$ cat config.mk
export PLATFORM = sky130hd
export DESIGN_NAME = filter_load_ctrl
export DESIGN_NICKNAME = d
export VERILOG_FILES = /design/src/rtl/filter_load_ctrl_pkg.sv /design/src/rtl/filter_load_ctrl_addr_gen.sv /design/src/rtl/filter_load_ctrl.sv
export SDC_FILE = /design/constraint.sdc
export NUM_CORES = 1
export LEC_CHECK = 0
export BUFFER_PORTS_ARGS = -buffer_cell sky130_fd_sc_hd__buf_2
export CAP_MARGIN = 20
export CORE_ASPECT_RATIO = 1.4
export CORE_UTILIZATION = 45
export CTS_BUF_LIST = sky130_fd_sc_hd__clkbuf_8
export CTS_CLUSTER_SIZE = 14
export DETAILED_ROUTE_END_ITERATION = 8
export MAX_ROUTING_LAYER = met4
export PLACE_DENSITY_LB_ADDON = 0.3
export SLEW_MARGIN = 40
export SYNTH_ARGS = -nofsm -noshare
export SYNTH_HDL_FRONTEND = slang
export SYNTH_SLANG_ARGS = --single-unit
export TNS_END_PERCENT = 10
$ cat constraint.sdc
create_clock -name clk -period 5 [get_ports clk]
set_input_delay 0.5 -clock clk [delete_from_list [all_inputs] [get_ports clk]]
set_output_delay 0.5 -clock clk [all_outputs]
set_load 0.01 [all_outputs]
$ cat src/rtl/filter_load_ctrl_pkg.sv
// Shared definitions for the filter weight loader.
//   TAPS     : weights per 3x3 filter (fixed at 9)
//   ST_*     : sequencer state encodings
package filter_load_ctrl_pkg;

  localparam int TAPS = 9;

  localparam logic [1:0] ST_IDLE  = 2'd0;
  localparam logic [1:0] ST_FETCH = 2'd1;
  localparam logic [1:0] ST_DRAIN = 2'd2;
  localparam logic [1:0] ST_READY = 2'd3;

endpackage

$ cat src/rtl/filter_load_ctrl_addr_gen.sv
// Weight-memory address generator for the filter loader.
// Holds the latched base address, the filter index and the tap counter,
// and forms mem_addr = base + filter_idx*TAPS + tap (mod 2^ADDR_W).
// Ports:
//   clk, rst      : clock, async active-high reset
//   load          : job accepted; latch base_addr, clear counters
//   base_addr     : address of weight 0 of filter 0
//   tap_en        : a read is issued this cycle; advance tap counter
//   next_filter   : advance to the next filter
//   mem_addr      : current read address
//   last_tap      : tap counter is on the final tap
//   filter_idx    : current filter index
module filter_load_ctrl_addr_gen
  import filter_load_ctrl_pkg::*;
#(
  parameter int ADDR_W = 12,
  parameter int CNT_W  = 8
) (
  input  logic              clk,
  input  logic              rst,
  input  logic              load,
  input  logic [ADDR_W-1:0] base_addr,
  input  logic              tap_en,
  input  logic              next_filter,
  output logic [ADDR_W-1:0] mem_addr,
  output logic              last_tap,
  output logic [CNT_W-1:0]  filter_idx
);

  // Wide enough that base + idx*9 + tap never overflows before truncation.
  localparam int SUM_W = ADDR_W + CNT_W + 4;

  logic [ADDR_W-1:0] base_q;
  logic [3:0]        tap_q;

  always_ff @(posedge clk or posedge rst) begin
    if (rst) begin
      base_q     <= '0;
      tap_q      <= '0;
      filter_idx <= '0;
    end else if (load) begin
      base_q     <= base_addr;
      tap_q      <= '0;
      filter_idx <= '0;
    end else begin
      if (tap_en)
        tap_q <= last_tap ? 4'd0 : tap_q + 4'd1;
      if (next_filter)
        filter_idx <= filter_idx + CNT_W'(1);
    end
  end

  assign last_tap = (tap_q == 4'(TAPS - 1));

  assign mem_addr = ADDR_W'(SUM_W'(base_q)
                          + SUM_W'(filter_idx) * SUM_W'(TAPS)
                          + SUM_W'(tap_q));

endmodule

$ cat src/rtl/filter_load_ctrl.sv
// Sequencer that loads 3x3 filters, one at a time, from weight memory into
// a single-entry filter_buffer and hands each to the convolver.
// Ports:
//   clk, rst         : clock, async active-high reset
//   start            : 1-cycle job request (honoured only when idle)
//   base_addr        : address of weight 0 of filter 0 (latched on start)
//   num_filters      : filters in the job (latched on start)
//   mem_rd_en        : weight read strobe
//   mem_addr         : weight read address
//   mem_rd_data      : read data, one cycle after mem_rd_en
//   shifting, inp    : shift enable / weight into filter_buffer
//   filter_valid     : all taps of the current filter are loaded
//   filter_idx       : filter currently loaded or loading
//   filter_consumed  : convolver done with current filter
//   busy             : job in progress
//   done             : 1-cycle pulse at job end
//
// state | meaning
// IDLE  | waiting for start
// FETCH | issuing the 9 weight reads of the current filter
// DRAIN | last read returning, last shift in flight
// READY | filter loaded and held until consumed
module filter_load_ctrl
  import filter_load_ctrl_pkg::*;
#(
  parameter int WID_FILTER = 16,
  parameter int ADDR_W     = 12,
  parameter int CNT_W      = 8
) (
  input  logic                  clk,
  input  logic                  rst,
  input  logic                  start,
  input  logic [ADDR_W-1:0]     base_addr,
  input  logic [CNT_W-1:0]      num_filters,
  output logic                  mem_rd_en,
  output logic [ADDR_W-1:0]     mem_addr,
  input  logic [WID_FILTER-1:0] mem_rd_data,
  output logic                  shifting,
  output logic [WID_FILTER-1:0] inp,
  output logic                  filter_valid,
  output logic [CNT_W-1:0]      filter_idx,
  input  logic                  filter_consumed,
  output logic                  busy,
  output logic                  done
);

  logic [1:0]        state;
  logic [CNT_W-1:0]  num_q;
  logic              shifting_q;
  logic              done_q;
  logic              accept;
  logic              last_tap;
  logic              last_filter;
  logic              next_filter;
  logic [ADDR_W-1:0] gen_addr;

  assign accept      = (state == ST_IDLE) && start && (num_filters != '0);
  assign last_filter = ((CNT_W+1)'(filter_idx) + (CNT_W+1)'(1)) >= (CNT_W+1)'(num_q);
  assign next_filter = (state == ST_READY) && filter_consumed && !last_filter;

  filter_load_ctrl_addr_gen #(
    .ADDR_W (ADDR_W),
    .CNT_W  (CNT_W)
  ) u_addr_gen (
    .clk         (clk),
    .rst         (rst),
    .load        (accept),
    .base_addr   (base_addr),
    .tap_en      (mem_rd_en),
    .next_filter (next_filter),
    .mem_addr    (gen_addr),
    .last_tap    (last_tap),
    .filter_idx  (filter_idx)
  );

  always_ff @(posedge clk or posedge rst) begin
    if (rst) begin
      state      <= ST_IDLE;
      num_q      <= '0;
      shifting_q <= 1'b0;
      done_q     <= 1'b0;
    end else begin
      shifting_q <= mem_rd_en;
      done_q     <= 1'b0;
      case (state)
        ST_IDLE: begin
          if (start) begin
            if (num_filters != '0) begin
              num_q <= num_filters;
              state <= ST_FETCH;
            end else begin
              // Empty job: acknowledge immediately without touching memory.
              done_q <= 1'b1;
            end
          end
        end
        ST_FETCH: begin
          if (last_tap)
            state <= ST_DRAIN;
        end
        ST_DRAIN: begin
          state <= ST_READY;
        end
        ST_READY: begin
          if (filter_consumed) begin
            if (last_filter) begin
              state  <= ST_IDLE;
              done_q <= 1'b1;
            end else begin
              state <= ST_FETCH;
            end
          end
        end
        default: state <= ST_IDLE;
      endcase
    end
  end

  assign mem_rd_en    = (state == ST_FETCH);
  assign mem_addr     = mem_rd_en ? gen_addr : '0;
  assign shifting     = shifting_q;
  // Read data lines up with the delayed strobe; held at 0 otherwise.
  assign inp          = shifting_q ? mem_rd_data : '0;
  assign filter_valid = (state == ST_READY);
  assign busy         = (state != ST_IDLE);
  assign done         = done_q;

endmodule

==> results of run 1 <==
power groups by stage:
stage	Combinational [mW]	Sequential [mW]	Clock [mW]
final	1.09	0.497	0.225
after global routing	1.27	0.513	0.241
after CTS	1.11	0.497	0.231
after detailed placement	1.10	0.503	0
after global placement	1.07	0.498	0
after floorplan	0.798	0.478	0
worst reg2reg max path, stage by stage (launching register included):
cell     delay, ns
dfrtp_1       0.57
ha_1          0.27
nand3_1       0.17
nor2_1        0.33
xor2_1        0.19
ha_1          0.26
and3_1        0.19
a221o_1       0.32
a31o_4        0.28
or4b_1        0.52
a21oi_1       0.16
flip-flops by register name, indices dropped and copies added (netlist names):
register / flops
shifting: 1
u_addr_gen.tap_q: 4
num_q: 8
u_addr_gen.filter_idx: 8
state: 2
u_addr_gen.base_q: 12
done: 1
routing by layer:
metal	part of all wire [%]	track usage, %	vias to the layer above
met3	2.8	2.863	9
met5	0	-	-
met4	2.1	8.308	0
li1	-	-	1326
met1	43	24.46	1222
met2	52	34.51	49
stage by stage:
stage	setup WS, ns	instance area [um^2]	hold slack, ns	util [%]	instances
after floorplan	1.303	3014	0.4497	-	348
after global placement	1.093	3481	0.4647	54.92	492
after detailed placement	1.003	3481	0.4676	54.92	492
after CTS	0.6823	3577	0.3269	56.44	499
after global routing	0.4416	3581	0.3625	56.49	499
final	0.6380	3581	0.3018	56.49	499
cell usage after synthesis, types with 2 or more instances:
cell type and n:
nor2_1 10, xnor2_1 7, o31a_1 2, inv_1 53, o21a_1 2, mux2i_1 3, and2_1 22, or3_1 2
a21o_1 5, o21bai_1 2, o2111ai_1 3, a211oi_1 3, o41ai_1 2, nand2b_1 3, clkbuf_1 8, fa_1 10
ha_1 41, a21oi_1 9, nor2b_1 3, o31ai_1 3, nor4_1 3, xor2_1 4, a21boi_0 2, dfrtp_1 36
o21ai_0 23, nand3_1 8, or4_1 3, and3_1 3, nand2_1 54, nor3b_1 2
cell type report:
type,instances,area [um^2],area share [%]
Inverter,53,198.9,5.556
Tap cell,72,90.09,2.516
Sequential cell,36,900.9,25.16
Multi-Input combinational cell,249,1879,52.48
Timing Repair Buffer,82,415.4,11.60
Clock buffer,7,96.34,2.690
logic make-up (layout without fill, tap and decap cells):
family,count (synthesis),after routing
buffers and inverters,63,142
and+or+nand+nor,119,119
muxes,4,4
adders and majority gates,51,51
DFF,36,36
AOI/OAI and AO/OA,64,64
xor gates and xnor gates,11,11
path summary, 6_finish.rpt:
path	to	slack [ns]
worst max-delay path	mem_addr[11]	0.64
worst min-delay path	state[1]$_DFFE_PP0P_	0.30
worst max register to register	u_addr_gen.filter_idx[5]$_DFFE_PP0P_	1.66
worst min register to register	num_q[0]$_DFFE_PP0P_	0.48
max in group asynchronous	state[0]$_DFFE_PP0P_	4.37
min in group clk	u_addr_gen.base_q[9]$_DFFE_PP0P_	0.40
==> results.md, run 1 <==
- Status: finished, final reports clean
- Worst path slowest cell: fa_1
- GP Congestion: around 0.89
- Worst setup SP type: flop
- Vias in the first global route: 2,519
- Total core area: between 6000 and 7000 um^2
- Mux contribution to synthesized area: ~1.4%
- Vias: 2,606
- GR Overflow Total: 0
- Power Internal: roughly 0.99 mW
- Post-Route WL: about 6.6 mm
- Tightest Hold Check Type: primary input to asynchronous set/reset pin
- Synth Area in Compound Gates: around 14%
- EDFF count, synth: 0
- Reg power frac: a little over a quarter
- Avg Cell Area, Syn: ~8.7 um^2
- CTS tree: done
- Max_cap viols: 0
- Comb power frac: between 60% and 70%
- Critical path depth in cells: 12
- DR pass1 iterations: 6
- Simple logic cell fraction of the synthesized area: between 10% and 20%
- Die width: around 70 um
- Adder-cell share of the synthesized area: approximately a quarter
- Slew @ Worst Pin: roughly 0.68 ns
- Setup TNS: 0 ns
- Async SR Flop Fraction: 100.0%
- P per Cell Area: roughly 500 nW/um^2
- Antenna cells: 0
- H-Tree Depth: 2
- Largest net degree at the start of global routing: 39
- Worst setup path startpoint: u_addr_gen.filter_idx[3]$_DFFE_PP0P_
- Psw: approximately 0.82 mW
- NumNets Final: approximately 520
- Sequential area share after synthesis: approximately 30%
- Initial core utilization: 47.55%
- Final period util: between 80% and 90%
- Final setup viols: 0
- Critical Path End Type: output pin
- Share of layout cells above drive strength 1: 21.78%
- Final Hold Vio Count: 0
- Die Footprint: 7034 um^2
- Total CTS buffers: 5
- Post-synth top area cell: dfrtp_1
- DRT iter0 DRCs: just over 90
- Post-synth net total: between 400 and 500
- Clock Power Share: about 12%
- Max_slew headroom: between 50% and 60%
- Antenna viol nets, final: 0
- Worst reg-to-reg path cell count: 10
- First-pass GRT wire length: 11.10 mm
- Post-Synthesis Cells: around 350
- Row count: 34
- CP max FO: 8
- Crit-path cells: inv_1 -> fa_1 -> inv_1 -> ha_1 -> fa_1 -> ha_1 -> o21ai_0 -> nor4bb_1 -> o31a_1 -> or3_1 -> and3_1 -> buf_2
- RSZ-0062 raised after global routing: no
- Yosys cell types: between 40 and 50
- # resized after CTS: 0
- Post-Syn Area: 3014 um^2
- Fill cells: 577
- Main synth FF type: dfrtp_1
- Slowest stage delay, CP: between 0.5 and 0.6 ns
- Largest delay share family, worst path: adder cells
- Worst-skew pair later-pin latency: 0.29 ns
- Post-route minimum period: 4.362 ns
- Post-route DRC: 0
- Post-CTS Setup Repair Bufs: 0
- Post-DP HPWL: approximately 5.2 mm
- GRT Resource Usage Total: 20.49%
- Synth Area in XOR/XNOR: ~3.2%
- Initial antenna violation count: 0
- Fmax: 0.2293 GHz
- VDD IR max: ~0.00031 V
- Max Slew Vio Count: 0
- Most frequent cells in the layout: buf_2 (80), nand2_1 (54), inv_1 (53)
- Switching Share: between 40 and 50%
- Clock Path Buffers: 2
- Vias/cell: ~5.2
- Top Ports: 81
- Worst r2r src: u_addr_gen.filter_idx[0]$_DFFE_PP0P_
- Reg clk slew, reported paths: ~0.07 ns
- Critical path class: flop to output pin
- Synth area leaders: dfrtp_1 (30%), ha_1 (17%), nand2_1 (6.7%)
- Seq cells post-synth: 36
- Clock Skews: 0.002277 ns
- Crit path DAT: 3.86 ns
- Post-CTS Hold Buffers: 0
- CTS root buf: clkbuf_8
- Commonest non-fill, non-tap cell in the layout: buf_2
- Synth warn: 0
- Main combinational cell family by area after synthesis: adder cells
- Layout Area Growth over Synthesis: 18.80%
- Buf/Inv on CP: 3
- Synth top area share: between 20 and 30%
- P_leak: 2.021 nW
- Required time of the critical path: roughly 4.5 ns
- DR WL/cell: 13.20 um
- Clock Sinks: 36
- Total power draw: ~1.8 mW
- Die height: 98.84 um
- Buffers on Ports: 80
(Power assumes the default switching activity.)
==> run 2: changes to the inputs <==
Settings changed: CELL_PAD_IN_SITES_DETAIL_PLACEMENT set to 0, CELL_PAD_IN_SITES_GLOBAL_PLACEMENT set to 1, CORE_UTILIZATION 45 to 44.
==> results.md, run 2 (synthesis results as in run 1) <==
- Post-route minimum period: 4.307 ns (-0.05551 ns)
- Fmax: 0.2322 GHz (+1.3%)
- Final setup viols: 0 (unchanged)
- Antenna cells: 0 (unchanged)
- Top flop regs: u_addr_gen.base_q (12), num_q (8), u_addr_gen.filter_idx (8)
- DP Area: 3510 um^2 (+0.83%)
- Die height: 99.93 um (+1.1%)
- Initial core utilization: 45.58% (-2.0 points)
- P_leak: 2.025 nW (+0.17%)
- Die width: 71.95 um (+1.1%)
- Row count: 35 (+2.9%)
- Max_cap viols: 0 (unchanged)
- Clock Sinks: 36 (unchanged)
- Share of layout cells above drive strength 1: 21.50% (-0.28 points)
- Tightest Hold Check Type: primary input to asynchronous set/reset pin
- # resized after CTS: 0 (unchanged)
- CP max FO: 8 (unchanged)
- GP Congestion: 0.8313 (-6.7%)
- Setup TNS: 0 ns (unchanged)
- Post-CTS Setup Repair Bufs: 0 (unchanged)
- Required time of the critical path: 4.50 ns (about the same)
- Total CTS buffers: 5 (unchanged)
- Final Cell Area: 3600 um^2 (+0.52%)
- Worst-skew pair later-pin latency: 0.29 ns (about the same)
- Final period util: 86.13% (-1.1 points)
- Reg with most FFs: u_addr_gen.base_q
- Critical Path End Type: output pin
- Finished Layout Cells: 520 (+4.2%)
- Post-Route WL: 6.442 mm (-2.2%)
- Layout Area Growth over Synthesis: 19.43%
- Setup WS pre-CTS: 0.9852 ns (-0.01797 ns)
- Vias in the first global route: 2,477 (-1.7%)
- Final core utilization: 54.44% (-2.1 points)
- DRT iter0 DRCs: 70 (-23%)
- Post-CTS Hold Buffers: 0 (unchanged)
- DR WL/cell: 12.39 um (-6.2%)
- Commonest non-fill, non-tap cell in the layout: buf_2
- Max reg flops: 12 (unchanged)
- Flop2flop setup slack: 1.63 ns (-0.03 ns)
- Worst r2r src: u_addr_gen.filter_idx[0]$_DFFE_PP0P_
- VDD IR max: 0.0002665 V (-14%)
- Clock Skews: 0.003055 ns (+0.0007788 ns)
- Most frequent cells in the layout: buf_2 (80), inv_1 (55), nand2_1 (54)
- Die Footprint: 7190 um^2 (+2.2%)
- Hold WS: 0.2992 ns (-0.002562 ns)
- Reg clk slew, reported paths: 0.07 ns (about the same)
- Vias: 2,560 (-1.8%)
- Max_slew headroom: 54.55% (-0.19 points)
- Buffers on Ports: 80 (unchanged)
- Worst setup SP type: flop
- Worst reg-to-reg path cell count: 10 (unchanged)
- Total core area: 6613 um^2 (+4.3%)
- NumNets Final: 518 (unchanged)
- Status: finished, final reports clean
- H-Tree Depth: 2 (unchanged)
- Slew @ Worst Pin: 0.6798 ns (+0.002876 ns)
- Crit path DAT: 3.81 ns (-0.05 ns)
- Worst flop-to-flop path endpoint: u_addr_gen.filter_idx[5]$_DFFE_PP0P_
- Post-DP HPWL: 5.085 mm (-1.5%)
- CTS tree: done
- Clock Path Buffers: 2 (unchanged)
- RSZ-0062 raised after global routing: no
- First-pass GRT wire length: 10.82 mm (-2.5%)
- Antenna viol nets, final: 0 (unchanged)
- Top Ports: 81 (unchanged)
- Vias/cell: 4.923 (-5.7%)
- Worst setup path startpoint: u_addr_gen.filter_idx[3]$_DFFE_PP0P_
- Largest net degree at the start of global routing: 37 (-5.1%)
- Setup WS post-layout: 0.6935 ns (+0.05551 ns)
- DR pass1 iterations: 4 (-2)
- Final Hold Vio Count: 0 (unchanged)
- GRT Resource Usage Total: 19.53% (-0.96 points)
- P per Cell Area: 497.4 nW/um^2 (-1.8%)
- Post-route DRC: 0 (unchanged)
- Max Slew Vio Count: 0 (unchanged)
- Initial antenna violation count: 0 (unchanged)
- Total power draw: 1.791 mW (-1.3%)
- Critical path class: flop to output pin
- CTS root buf: clkbuf_8
- Dpl cells: 512 (+4.1%)
- GR Overflow Total: 0 (unchanged)
==> run 2: worst max path at each step <==
| stage | to | slack [ns] |
|---|---|---|
| finish | mem_addr[11] | 0.69 |
| global route | mem_addr[11] | 0.49 |
| CTS | mem_addr[11] | 0.66 |
| detailed placement | mem_addr[11] | 0.99 |
| global placement | mem_addr[11] | 1.07 |
| floorplan | mem_addr[11] | 1.30 |
==> run 2: area by class of cell <==
| class | instances | area, um^2 |
|---|---|---|
| tap | 92 | 115.1 |
| clock inverter | 2 | 7.507 |
| clock buffer | 6 | 82.58 |
| timing repair buffer | 82 | 415.4 |
| multi-input combinational | 249 | 1879 |
| fill | 656 | 3013 |
| sequential | 36 | 900.9 |
| inverter | 53 | 198.9 |
==> run 2: routing by layer <==
layer,GRT usage [%],part of all wire (%)
met5,-,0
met4,7.994,2.0
met3,2.108,2.2
met2,33.16,50
met1,23.53,46
==> run 2: critical path: stages, from the launching register on <==
cell and delay (ns):
dfrtp_1 0.51, inv_1 0.11, fa_1 0.53, inv_1 0.04, ha_1 0.18, fa_1 0.47, ha_1 0.27, a211oi_1 0.35
nor4bb_1 0.15, o31a_1 0.30, or3_1 0.30, and3_1 0.18, buf_2 0.13
==> run 2: report_power, final <==
part / switching (mW) / internal [mW] / leakage [nW]
clock: 0.103 / 0.108 / 0.0538
sequential: 0.0925 / 0.404 / 0.460
combinational: 0.617 / 0.466 / 1.51
total: 0.812 / 0.978 / 2.02
==> run 3: changes to the inputs <==
Settings changed: CORE_UTILIZATION 44 to 36, CTS_BUF_LIST sky130_fd_sc_hd__clkbuf_8 to sky130_fd_sc_hd__clkbuf_8 sky130_fd_sc_hd__clkbuf_16.
Clock period 5 ns to 3.91 ns, I/O delays scaled along.
==> results.md, run 3 (synthesis results as in run 1) <==
- GRT Resource Usage Total: 17.57% (-2.0 points)
- Initial antenna violation count: 0 (unchanged)
- Die Footprint: 8748 um^2 (+22%)
- Worst setup SP type: flop
- DR pass1 iterations: 4 (unchanged)
- Die height: 110.3 um (+10%)
- CTS tree: done
- Worst r2r src: u_addr_gen.filter_idx[0]$_DFFE_PP0P_
- GR Overflow Total: 0 (unchanged)
- Vias in the first global route: 2,408 (-2.8%)
- Top Ports: 81 (unchanged)
- Post-route minimum period: about 3.8 ns
- Initial core utilization: 36.99% (-8.6 points)
- Total CTS buffers: 5 (unchanged)
- Row count: 39 (+11%)
- Fill cells: 830 (+27%)
- H-Tree Depth: 2 (unchanged)
- Buffers on Ports: 80 (unchanged)
- Required time of the critical path: 3.52 ns (-0.98 ns)
- GP Congestion: 0.8024 (-3.5%)
- Critical path class: flop to output pin
- Slew @ Worst Pin: 0.7166 ns (+0.03679 ns)
- Total power draw: 2.746 mW (+53%)
- CP max FO: 4 (-4)
- Dpl cells: 528 (+3.1%)
- Status: finished, final reports clean
- Reg with most FFs: u_addr_gen.base_q
- P per Cell Area: 709.5 nW/um^2 (+43%)
- Die width: 79.34 um (+10%)
- Final core utilization: 47.49% (-6.9 points)
- Post-Route WL: 7.221 mm (+12%)
- Post-DP HPWL: 5.612 mm (+10%)
- Clock Sinks: 36 (unchanged)
- Footprint of the multi-input gates: 1976 um^2 (+5.1%)
- Flop2flop setup slack: 0.54 ns (-1.09 ns)
- Antenna cells: 0 (unchanged)
- Hold WS: 0.2023 ns (-0.09694 ns)
- Final setup viols: 0 (unchanged)
- Critical Path End Type: output pin
- Clock Path Buffers: 2 (unchanged)
- Share of layout cells above drive strength 1: 26.65% (+5.2 points)
- DR WL/cell: 13.35 um (+7.7%)
- Commonest non-fill, non-tap cell in the layout: buf_2
- Total core area: 8149 um^2 (+23%)
- Most frequent cells in the layout: buf_2 (80), nand2_1 (54), inv_1 (53)
- RSZ-0062 raised after global routing: yes
- Reg clk slew, reported paths: 0.06 ns (about the same)
- P_leak: 2.110 nW (+4.2%)
- Final period util: 96.54%
- Antenna viol nets, final: 0 (unchanged)
- NumNets Final: 529 (+2.1%)
- Max Slew Vio Count: 0 (unchanged)
- Worst-skew pair later-pin latency: 0.28 ns (about the same)
- VDD IR max: 0.0003769 V (+41%)
- Worst flop-to-flop path endpoint: u_addr_gen.filter_idx[5]$_DFFE_PP0P_
- Fmax: between 0.2 and 0.3 GHz
- Vias: 2,687 (+5.0%)
- Layout Area Growth over Synthesis: 28.39%
- Clock Skews: 0.002150 ns (-0.0009055 ns)
- Final Hold Vio Count: 0 (unchanged)
- CTS root buf: clkbuf_16
- First-pass GRT wire length: 11.53 mm (+6.6%)
- Crit path DAT: 3.38 ns (-0.43 ns)
- Register area: 902.1 um^2 (+0.14%)
- Max reg flops: 12 (unchanged)
- Finished Layout Cells: 541 (+4.0%)
- Vias/cell: 4.967 (+0.89%)
- Tightest Hold Check Type: primary input to asynchronous set/reset pin
- Max_slew headroom: 52.09% (-2.5 points)
- Max_cap viols: 0 (unchanged)
- DRT iter0 DRCs: 98 (+40%)
- Post-route DRC: 0 (unchanged)
- Largest net degree at the start of global routing: 37 (unchanged)
- Top flop regs: u_addr_gen.base_q (12), num_q (8), u_addr_gen.filter_idx (8)
- Worst reg-to-reg path cell count: 10 (unchanged)
[run 3: what timing repair did]
action                     4_1_cts  5_1_grt
resized for setup                4       13
pin swaps                        1        8
buffers inserted                 0        5
setup endpoints to repair        1        2
hold buffers                     0        0
[run 3: worst max-delay path by stage]
stage,start,endpoint,slack [ns]
final,u_addr_gen.tap_q[3]$_DFFE_PP0P_,mem_addr[11],0.14
after global routing,u_addr_gen.base_q[6]$_DFFE_PP0P_,mem_addr[11],-0.02
after CTS,u_addr_gen.tap_q[3]$_DFFE_PP0P_,mem_addr[10],0.002
after detailed placement,u_addr_gen.tap_q[3]$_DFFE_PP0P_,mem_addr[11],0.15
after global placement,u_addr_gen.filter_idx[4]$_DFFE_PP0P_,mem_addr[11],0.25
after floorplan,u_addr_gen.filter_idx[3]$_DFFE_PP0P_,mem_addr[11],0.32
[run 3: worst max-delay path, cell delays in order, from the launching register on]
cell	delay, ns
dfrtp_1	0.36
inv_1	0.09
fa_1	0.50
inv_1	0.04
ha_1	0.18
fa_1	0.49
ha_4	0.21
a211oi_4	0.29
nor4bb_4	0.10
o31a_1	0.25
or3_1	0.30
and3_1	0.17
buf_2	0.13
[run 3: per-layer routing]
| layer | vias up | track usage (%) | share of wire [%] | routed length [um] |
|---|---|---|---|---|
| met2 | 44 | 31.65 | 54 | 3897 |
| met3 | 6 | 2.469 | 2.8 | 199 |
| li1 | 1348 | - | - | - |
| met1 | 1289 | 20.52 | 42 | 3040 |
| met5 | - | - | 0 | 0 |
| met4 | 0 | 4.286 | 1.1 | 82 |
[run 3: cell type report]
cell class / instances / share of cell area, %
Multi-Input combinational cell: 249 / 51.05
Clock inverter: 3 / 1.099
Sequential cell: 36 / 23.31
Inverter: 53 / 5.141
Tap cell: 102 / 3.298
Timing Repair Buffer: 93 / 12.87
Clock buffer: 5 / 3.233
[run 3: report_power, final]
part	leakage [nW]	internal, mW	switching (mW)
Clock	0.0798	0.299	0.154
Sequential	0.458	0.518	0.113
Combinational	1.57	0.749	0.913
Total	2.11	1.57	1.18
[run 3: per-stage QoR]
stage	instance area [um^2]	TNS [ns]	setup WS (ns)
CTS	3752	0	0.001693
global placement	3563	0	0.2498
detailed placement	3563	0	0.1498
floorplan	3014	0	0.3223
global route	3870	-0.01557	-0.01557
finish	3870	0	0.1353
